### config.mk
export PLATFORM = sky130hd
export DESIGN_NAME = mem_data_buffer_flat
export DESIGN_NICKNAME = d
export VERILOG_FILES = /design/src/rtl/mdr_pkg.sv /design/src/rtl/mem_data_buffer_if.sv /design/src/rtl/mdr_extend.sv /design/src/rtl/mem_data_buffer.sv /design/src/flat_wrapper.sv
export SDC_FILE = /design/constraint.sdc
export NUM_CORES = 1
export LEC_CHECK = 0
export CORE_UTILIZATION = 45
export CTS_BUF_LIST = sky130_fd_sc_hd__clkbuf_2
export DETAILED_ROUTE_END_ITERATION = 10
export GPL_ROUTABILITY_DRIVEN = 0
export HOLD_SLACK_MARGIN = 0.15
export PLACE_DENSITY = 0.68
export SLEW_MARGIN = 15
export SYNTH_ARGS = -nofsm -noshare
export SYNTH_HDL_FRONTEND = slang
export SYNTH_SLANG_ARGS = --single-unit
### constraint.sdc
create_clock -name clk -period 3.15 [get_ports clk]
set_input_delay 0.7875 -clock clk [delete_from_list [all_inputs] [get_ports clk]]
set_output_delay 0.7875 -clock clk [all_outputs]
set_load 0.01 [all_outputs]
### src/rtl/mdr_pkg.sv
// Shared constants and helpers for the memory data buffer.
package mdr_pkg;

  localparam logic [1:0] MODE_WORD  = 2'b00;
  localparam logic [1:0] MODE_ZEXT8 = 2'b01;
  localparam logic [1:0] MODE_SEXT8 = 2'b10;

  // One extra bit so the count can represent a completely full buffer.
  function automatic int cnt_width(input int depth);
    return $clog2(depth) + 1;
  endfunction

endpackage

### src/rtl/mem_data_buffer_if.sv
// Memory-side and datapath-side handshake bundle for mem_data_buffer.
interface mem_data_buffer_if #(
  parameter int WIDTH = 16,
  parameter int DEPTH = 4
);
  localparam int LANES = WIDTH / 8;
  localparam int CNT_W = mdr_pkg::cnt_width(DEPTH);

  logic             in_valid;
  logic             in_ready;
  logic [WIDTH-1:0] in_data;
  logic [LANES-1:0] in_be;
  logic             out_valid;
  logic             out_ready;
  logic [1:0]       out_mode;
  logic [WIDTH-1:0] out_data;
  logic [CNT_W-1:0] count;

  modport master (
    output in_valid, in_data, in_be, out_ready, out_mode,
    input  in_ready, out_valid, out_data, count
  );

  modport slave (
    input  in_valid, in_data, in_be, out_ready, out_mode,
    output in_ready, out_valid, out_data, count
  );
endinterface

### src/rtl/mdr_extend.sv
// Read-time shaping of the head word: full word, or low byte zero/sign extended.
module mdr_extend
  import mdr_pkg::*;
#(
  parameter int WIDTH = 16
) (
  input  logic [WIDTH-1:0] head_i,
  input  logic [1:0]       mode_i,
  output logic [WIDTH-1:0] data_o
);

  always_comb begin
    data_o = head_i;
    case (mode_i)
      MODE_WORD:  data_o = head_i;
      MODE_ZEXT8: data_o = {{(WIDTH-8){1'b0}}, head_i[7:0]};
      MODE_SEXT8: data_o = {{(WIDTH-8){head_i[7]}}, head_i[7:0]};
      default:    data_o = head_i;
    endcase
  end

endmodule

### src/rtl/mem_data_buffer.sv
// Circular buffer of memory words between the memory read port and write-back,
// with per-byte write masking and byte-load extension on the read side.
module mem_data_buffer
  import mdr_pkg::*;
#(
  parameter int WIDTH = 16,
  parameter int DEPTH = 4
) (
  input  logic             clk,
  input  logic             rst_n,
  input  logic             flush,
  mem_data_buffer_if.slave bus
);

  localparam int LANES = WIDTH / 8;
  localparam int PTR_W = $clog2(DEPTH);
  localparam int CNT_W = cnt_width(DEPTH);
  localparam logic [CNT_W-1:0] FULL = CNT_W'(DEPTH);

  logic [WIDTH-1:0] mem_q [DEPTH];
  logic [PTR_W-1:0] wr_ptr_q, wr_ptr_d;
  logic [PTR_W-1:0] rd_ptr_q, rd_ptr_d;
  logic [CNT_W-1:0] count_q, count_d;
  logic             push, pop;
  logic [WIDTH-1:0] wr_word;
  logic [WIDTH-1:0] head_word;

  // Handshake flags come from registered count only, so in_ready never sees out_ready.
  assign bus.in_ready  = (count_q != FULL);
  assign bus.out_valid = (count_q != '0);
  assign bus.count     = count_q;

  assign push = bus.in_valid && bus.in_ready;
  assign pop  = bus.out_valid && bus.out_ready;

  always_comb begin
    wr_word = '0;
    for (int l = 0; l < LANES; l++) begin
      if (bus.in_be[l]) wr_word[l*8 +: 8] = bus.in_data[l*8 +: 8];
    end
  end

  // Power-of-two depth lets the pointers wrap by plain overflow.
  always_comb begin
    wr_ptr_d = push ? wr_ptr_q + 1'b1 : wr_ptr_q;
    rd_ptr_d = pop  ? rd_ptr_q + 1'b1 : rd_ptr_q;
    count_d  = count_q;
    case ({push, pop})
      2'b10:   count_d = count_q + 1'b1;
      2'b01:   count_d = count_q - 1'b1;
      default: count_d = count_q;
    endcase
  end

  always_ff @(posedge clk) begin
    if (!rst_n || flush) begin
      wr_ptr_q <= '0;
      rd_ptr_q <= '0;
      count_q  <= '0;
    end else begin
      wr_ptr_q <= wr_ptr_d;
      rd_ptr_q <= rd_ptr_d;
      count_q  <= count_d;
    end
  end

  always_ff @(posedge clk) begin
    if (push && rst_n && !flush) mem_q[wr_ptr_q] <= wr_word;
  end

  // Stale array contents are hidden whenever the buffer is empty.
  assign head_word = (count_q == '0) ? '0 : mem_q[rd_ptr_q];

  mdr_extend #(.WIDTH(WIDTH)) u_extend (
    .head_i (head_word),
    .mode_i (bus.out_mode),
    .data_o (bus.out_data)
  );

endmodule

### src/flat_wrapper.sv
// flat-port wrapper written by rule: the top's interface ports become plain ports
module mem_data_buffer_flat import mdr_pkg::*;
#(
  parameter int WIDTH = 16,
  parameter int DEPTH = 4
)
  (clk, rst_n, flush, bus_in_valid, bus_in_data, bus_in_be, bus_out_ready, bus_out_mode, bus_in_ready, bus_out_valid, bus_out_data, bus_count);
  mem_data_buffer_if #(.WIDTH(WIDTH), .DEPTH(DEPTH)) bus_i ();
  input  logic clk;
  input  logic rst_n;
  input  logic flush;
  input wire logic [$bits(bus_i.in_valid)-1:0] bus_in_valid;
  input wire logic [$bits(bus_i.in_data)-1:0] bus_in_data;
  input wire logic [$bits(bus_i.in_be)-1:0] bus_in_be;
  input wire logic [$bits(bus_i.out_ready)-1:0] bus_out_ready;
  input wire logic [$bits(bus_i.out_mode)-1:0] bus_out_mode;
  output wire logic [$bits(bus_i.in_ready)-1:0] bus_in_ready;
  output wire logic [$bits(bus_i.out_valid)-1:0] bus_out_valid;
  output wire logic [$bits(bus_i.out_data)-1:0] bus_out_data;
  output wire logic [$bits(bus_i.count)-1:0] bus_count;
  assign bus_i.in_valid = bus_in_valid;
  assign bus_i.in_data = bus_in_data;
  assign bus_i.in_be = bus_in_be;
  assign bus_i.out_ready = bus_out_ready;
  assign bus_i.out_mode = bus_out_mode;
  assign bus_in_ready = bus_i.in_ready;
  assign bus_out_valid = bus_i.out_valid;
  assign bus_out_data = bus_i.out_data;
  assign bus_count = bus_i.count;
  mem_data_buffer #(.WIDTH(WIDTH), .DEPTH(DEPTH)) u_core (.clk(clk), .rst_n(rst_n), .flush(flush), .bus(bus_i));
endmodule
======== Word level (Yosys, flattened, before mapping) ========
Memory sizes are Yosys's and may differ from the RTL's. A register that Yosys moved wholly into a read port is not among the register bits.
Cells that the tools add are included.
storage, ports and cells
  bits in registers ....................... 7
  RAM bits ................................ 64
  bits of input ports ..................... 25
  output and inout port bits .............. 21
  word-level logic and storage cells ...... 32
  memories ................................ 1
memories
  name          depth  bits a word  read ports  clocked after Yosys merged registers in  wr ports  RTL line               source
  u_core.mem_q  4      16           1           1                                        1         mem_data_buffer.sv:20  logic [WIDTH-1:0] mem_q [DEPTH];
cells by class
  add/subtract/negate cells ............... 4
  equal/unequal tests ..................... 5
  mux-type cells .......................... 9
  reductions and logical operators ........ 10
operator list
  kind                                              number
  one-hot mux 16 bit (2 select lines)               1
  two-way mux 16 bit                                1
  two-way mux 8 bit                                 2
  one-hot mux 3 bit (2 select lines)                1
  adder 2 x 1 -> 2 bit, second input constant       2
  == test 2 x 1 -> 1 bit, second input constant     2
  == test 2 bit, second input constant              2
  logical AND 1 bit                                 4
  two-way mux 2 bit                                 2
  adder 3 x 1 -> 3 bit, second input constant       1
  logical NOT 3 bit                                 1
  inequality test 3 bit, second input constant      1
  nonzero test 3 bit                                1
  subtractor 3 x 1 -> 3 bit, second input constant  1
  logical NOT 1 bit                                 2
  two-way mux 1 bit                                 2
  nonzero test 2 bit                                1
  logical OR 1 bit                                  1

======== Depth between registers and ports, before layout ========
  depth in word-level cells ............... 6
  gate-level depth with buffers ........... 9
  gate-level depth less buffers ........... 9

======== By module ========
A second synthesis with hierarchy kept.
unflattened totals
  cell total of the unflattened synthesis .. 193
  area, all modules ....................... 3,268.1 sq um
modules (own cells, without submodules)
  module           times used  cells an instance  area an instance (sq um)  sequential area each (sq um)
  mem_data_buffer  1           172                3,100.5                   2,102.0
  mdr_extend       1           21                 167.7                     0.0

======== Worst setup path before layout ========
OpenSTA, ideal clock, no wires.
  path kind ............................... input -> output
  start point ............................. in bus_out_mode[0]
  end point ............................... out bus_out_data[10]
  arrival ................................. 1.705 ns
  required time ........................... 2.362 ns
  path slack .............................. 0.658 ns
  cell stages on the path ................. 5
  buffers on the path ..................... 0
  path through ............................ inv_1 > ha_1 > nand2_1 > o22a_1 > a21oi_1
between the ends
  longest elaborated chain between the ends .. 2
  elaborated cells on any way between the ends .. 3
  classes of those cells .................. 2 x eq/ne; 1 x mux
RTL lines
  element                                                         RTL line            source
  start, declared                                                 flat_wrapper.sv:16  input wire logic [$bits(bus_i.out_mode)-1:0] bus_out_mode;
  == test 2 bit / == test 2 x 1 -> 1 bit (equally long branches)  mdr_extend.sv:14    case (mode_i)
  one-hot mux 16 bit (2 select lines) *                           mdr_extend.sv:14
  end, declared                                                   flat_wrapper.sv:19  output wire logic [$bits(bus_i.out_data)-1:0] bus_out_data;
Every way passes the cells marked *; elsewhere a longest branch is shown, timed or not.

======== Worst setup path in the final report ========
  start point ............................. in bus_out_mode[0]
  end point ............................... out bus_out_data[11]
The elaborated chain is that of the path after synthesis.

==> results by group <==
Global routing
  • Wire length of the first global-routing pass: between 8000 and 9000 um
  • Pin count of the biggest net entering global routing: 18
  • Number of global-route vias before repair: 1804
  • Initial antenna violation count: 0
  • Total track usage: 0.162
  • Global-route congestion overflow total: 0

Synth
  • Ranking of synthesized cells by area: sky130_fd_sc_hd__edfxtp_1, sky130_fd_sc_hd__dfxtp_1, sky130_fd_sc_hd__mux4_2
  • Fraction of synthesized cell area taken by the top area cell type: 0.615
  • Count of distinct cell types in the synthesized netlist: 32
  • Sequential share of the synthesized area: 0.672
  • Yosys top cell by area: sky130_fd_sc_hd__edfxtp_1
  • Post-Synthesis Mean Instance Area: 15.6 um2
  • Post-synthesis net count: 232
  • Syn Inst Count: 200
  • Synthesized cell area: 3130 um2
  • Total of flip-flops plus latches after synthesis: 73
  • Yosys Warn Count: 0

Final layout
  • Final std cells w/o fill: 344
  • Net count reported at finish: between 200 and 300
  • Fraction of final layout cells with drive strength greater than 1: 0.182
  • Antenna cell count: 0
  • Relative area change from synthesis to final layout: 23.8%

Route
  • Remaining design rule violation count: 0
  • Detailed-route via count: 1771
  • Detailed-route vias per instance: just over 5
  • Iter 0 DRT Violations: 96
  • Wire length per cell: 15.5 um
  • Detailed-route wire length: 5340 um
  • Remaining antenna violation count after routing: 0
  • Number of iterations in the first detailed-routing pass: 4

Clock network
  • Buffer type at the clock tree root: sky130_fd_sc_hd__clkbuf_2
  • Skew-Pair Late Insertion Delay: 0.47 ns
  • Number of clock sinks seen by CTS: 73
  • Clock-pin slew reported for the worst setup and hold paths after clock tree synthesis: ~0.19 ns
  • Clock tree from TritonCTS: yes
  • Number of H-tree levels: 3
  • Maximum number of buffers from clock root to sink: 2
  • Clock buffer count from CTS: 9

Floorplanning
  • Overall die area: 7290 um2
  • Die span in x: 85.4 um
  • Site Rows: 30
  • Y dimension of the die: 85.4 um
  • Placeable Area: 6760 um2
  • Initial core utilization: 0.463
  • # IOs: 46

Flow run
  • Number of max-capacitance violations reported: 0

Setup path
  • Data arrival time of the critical path: 2.23 ns
  • RR Startpoint: u_core.bus.count[2]$_SDFFE_PP0P_
  • Family with the most delay on the worst path: buffers and inverters
  • Reg2reg setup slack: 0.77 ns
  • Required time of the critical path: about 2.4 ns
  • Worst-path fanout max: 7
  • Setup crit start kind: input pin
  • Critical-path cell list: clkdlybuf4s50_1 -> inv_1 -> ha_4 -> nand2_2 -> o22a_1 -> a21oi_1 -> clkbuf_2
  • Critical Path Sink Type: output pin
  • Register-to-Register Path Depth: 9
  • Type of the setup path with the least slack: input pin to output pin
  • Crit-path max cell delay: 0.46 ns
  • Crit path buf inv count: 3
  • Capture instance of the worst register-to-register path: u_core.bus.count[2]$_SDFFE_PP0P_
  • Slowest library cell on the worst path: sky130_fd_sc_hd__clkdlybuf4s50_1

Placed design
  • Pre-CTS setup slack: -0.391 ns
  • Port Buf Inserts: 45
  • Number of instances in the placed design: 327
  • Detail Placement HPWL: around 3600 um

Power and ir drop
  • Overall Power: just under 2 mW
  • IR Drop Worst-Case VDD: 0.268 mV
  • Leakage power: 1.31 nW
  • Pwr Density: approximately 500 nW/um2

STA
  • Final cycle utilization of the critical path: 0.959
  • Final WS setup: 0.130 ns
  • Time the final worst path needs with I/O delays and setup: 3.02 ns
  • RSZ-0062 raised after global routing: false
  • Transition time at the pin with the least slew margin: ~0.46 ns
  • Number of hold violations in the final report: 0
  • Final count of negative-setup-slack endpoints: 0
  • Max-slew violation total from the final report: 0
  • Worst-case headroom to the max-slew limit: 0.687
  • F_max: about 330 MHz
  • Largest clock skew in the final design: 0.0199 ns

Min path
  • Worst hold path endpoint: u_core.wr_ptr_q[1]$_SDFFE_PP0P_
  • Hold-critical path depth: 2
  • Startpoint of the tightest hold check path: u_core.wr_ptr_q[1]$_SDFFE_PP0P_
  • Worst min path class: register to register

Outcome
  • Status: finished clean
==> synthesized netlist by cell type, drive strengths merged <==
cell	count
edfxtp	64
and2	20
mux2i	15
a21oi	11
inv	10
dfxtp	9
nor2b	8
mux4	7
nor2	7
o22a	7
buf	6
ha	6
xor2	4
mux2	3
nand2	3
nand3	3
o21ai	3
nand2b	2
nor3	2
a211oi	1
a2bb2oi	1
a31oi	1
clkbuf	1
fa	1
nand3b	1
nor3b	1
o311ai	1
o31ai	1
or3	1
==> what timing repair did <==
action                     4_1_cts  5_1_grt
pin swaps                        0        1
buffers inserted                 0        1
resized for setup               15       14
hold buffers                     0        0
setup endpoints to repair        8        9
==> cell type report <==
cell class | instances | area (um2)
tap | 80 | 100
timing repair buffer | 55 | 493
multi-input combinational | 110 | 961
clock inverter | 7 | 133
inverter | 10 | 37.5
clock buffer | 9 | 45.0
fill | 542 | 2880
sequential | 73 | 2100
==> cell families (layout without fill, tap and decap cells) <==
kind of cell / after synthesis / after routing / share of synthesized area
flops: 73 / 73 / 0.672
simple gates: 48 / 48 / 0.0884
compound gates: 26 / 26 / 0.0600
mux: 25 / 25 / 0.109
buf+inv: 17 / 81 / 0.0284
fa+ha+maj: 7 / 7 / 0.0304
xor+xnor: 4 / 4 / 0.0112
==> placed cells by master (no fill, tap or decap), types with 2 or more instances in the layout <==
cell type | synthesis | routed
sky130_fd_sc_hd__nor2b_1 | 8 | 7
sky130_fd_sc_hd__clkdlybuf4s50_1 | 0 | 37
sky130_fd_sc_hd__edfxtp_1 | 64 | 64
sky130_fd_sc_hd__nor2_1 | 7 | 7
sky130_fd_sc_hd__mux2i_1 | 15 | 15
sky130_fd_sc_hd__dfxtp_1 | 9 | 8
sky130_fd_sc_hd__o21ai_0 | 3 | 3
sky130_fd_sc_hd__ha_1 | 6 | 5
sky130_fd_sc_hd__xor2_1 | 4 | 4
sky130_fd_sc_hd__inv_1 | 10 | 10
sky130_fd_sc_hd__mux2_2 | 3 | 3
sky130_fd_sc_hd__bufinv_16 | 0 | 4
sky130_fd_sc_hd__nand3_1 | 3 | 3
sky130_fd_sc_hd__a21oi_1 | 11 | 11
sky130_fd_sc_hd__clkinv_1 | 0 | 2
sky130_fd_sc_hd__nand2_1 | 3 | 2
sky130_fd_sc_hd__o22a_1 | 7 | 7
sky130_fd_sc_hd__and2_1 | 20 | 20
sky130_fd_sc_hd__mux4_2 | 7 | 7
sky130_fd_sc_hd__clkbuf_2 | 0 | 16
sky130_fd_sc_hd__buf_4 | 2 | 9
==> worst reg2reg max path, delay by kind of cell, from the launching register on <==
family | cells | cell delay (ns)
AOI/OAI and AO/OA | 1 | 0.13
xor gates and xnor gates | 1 | 0.15
adders and majority gates | 2 | 0.55
buffers and inverters | 2 | 0.21
DFF | 1 | 0.47
and+or+nand+nor | 3 | 0.81
==> layer usage <==
metal	global-route usage	wire length, um	vias to the layer above
li1	-	-	867
met4	0.0818	99	0
met5	0	0	-
met2	0.296	2800	37
met3	0.0282	195	8
met1	0.181	2240	859
==> flip-flops by register name, summed over array words and instances (netlist names), named ones only <==
register / count
u_core.bus.count: 3
u_core.mem_q: 64
u_core.rd_ptr_q: 2
u_core.wr_ptr_q: 2
==> worst max-delay path by stage <==
stage / endpoint / slack [ns] / cells past startpoint / start
2_1_floorplan: bus_out_data[10] / 0.66 / 5 / bus_out_mode[0]
6_report: bus_out_data[11] / 0.13 / 7 / bus_out_mode[0]
3_5_place_dp: bus_out_data[11] / -0.39 / 7 / bus_out_mode[0]
4_1_cts: bus_out_data[10] / 0.001 / 7 / bus_out_mode[0]
5_1_grt: bus_out_data[10] / 0.04 / 7 / bus_out_mode[0]
3_3_place_gp: bus_out_data[10] / -0.36 / 7 / bus_out_mode[0]
==> metrics by stage <==
step | instance area, um2 | hold slack, ns | util | setup TNS (ns)
final | 3870 | 0.545 | 0.573 | 0
after global routing | 3870 | 0.591 | 0.573 | 0
after CTS | 3890 | 0.546 | 0.576 | 0
after detailed placement | 3690 | 0.519 | 0.547 | -2.82
after global placement | 3690 | 0.512 | 0.547 | -2.66
after floorplan | 3130 | 0.484 | - | 0
==> power breakdown <==
group	total (mW)	internal (mW)	switching [mW]
clock	0.716	0.416	0.300
sequential	1.07	1.06	0.00587
combinational	0.156	0.0835	0.0727
(Power assumes the default switching activity.)
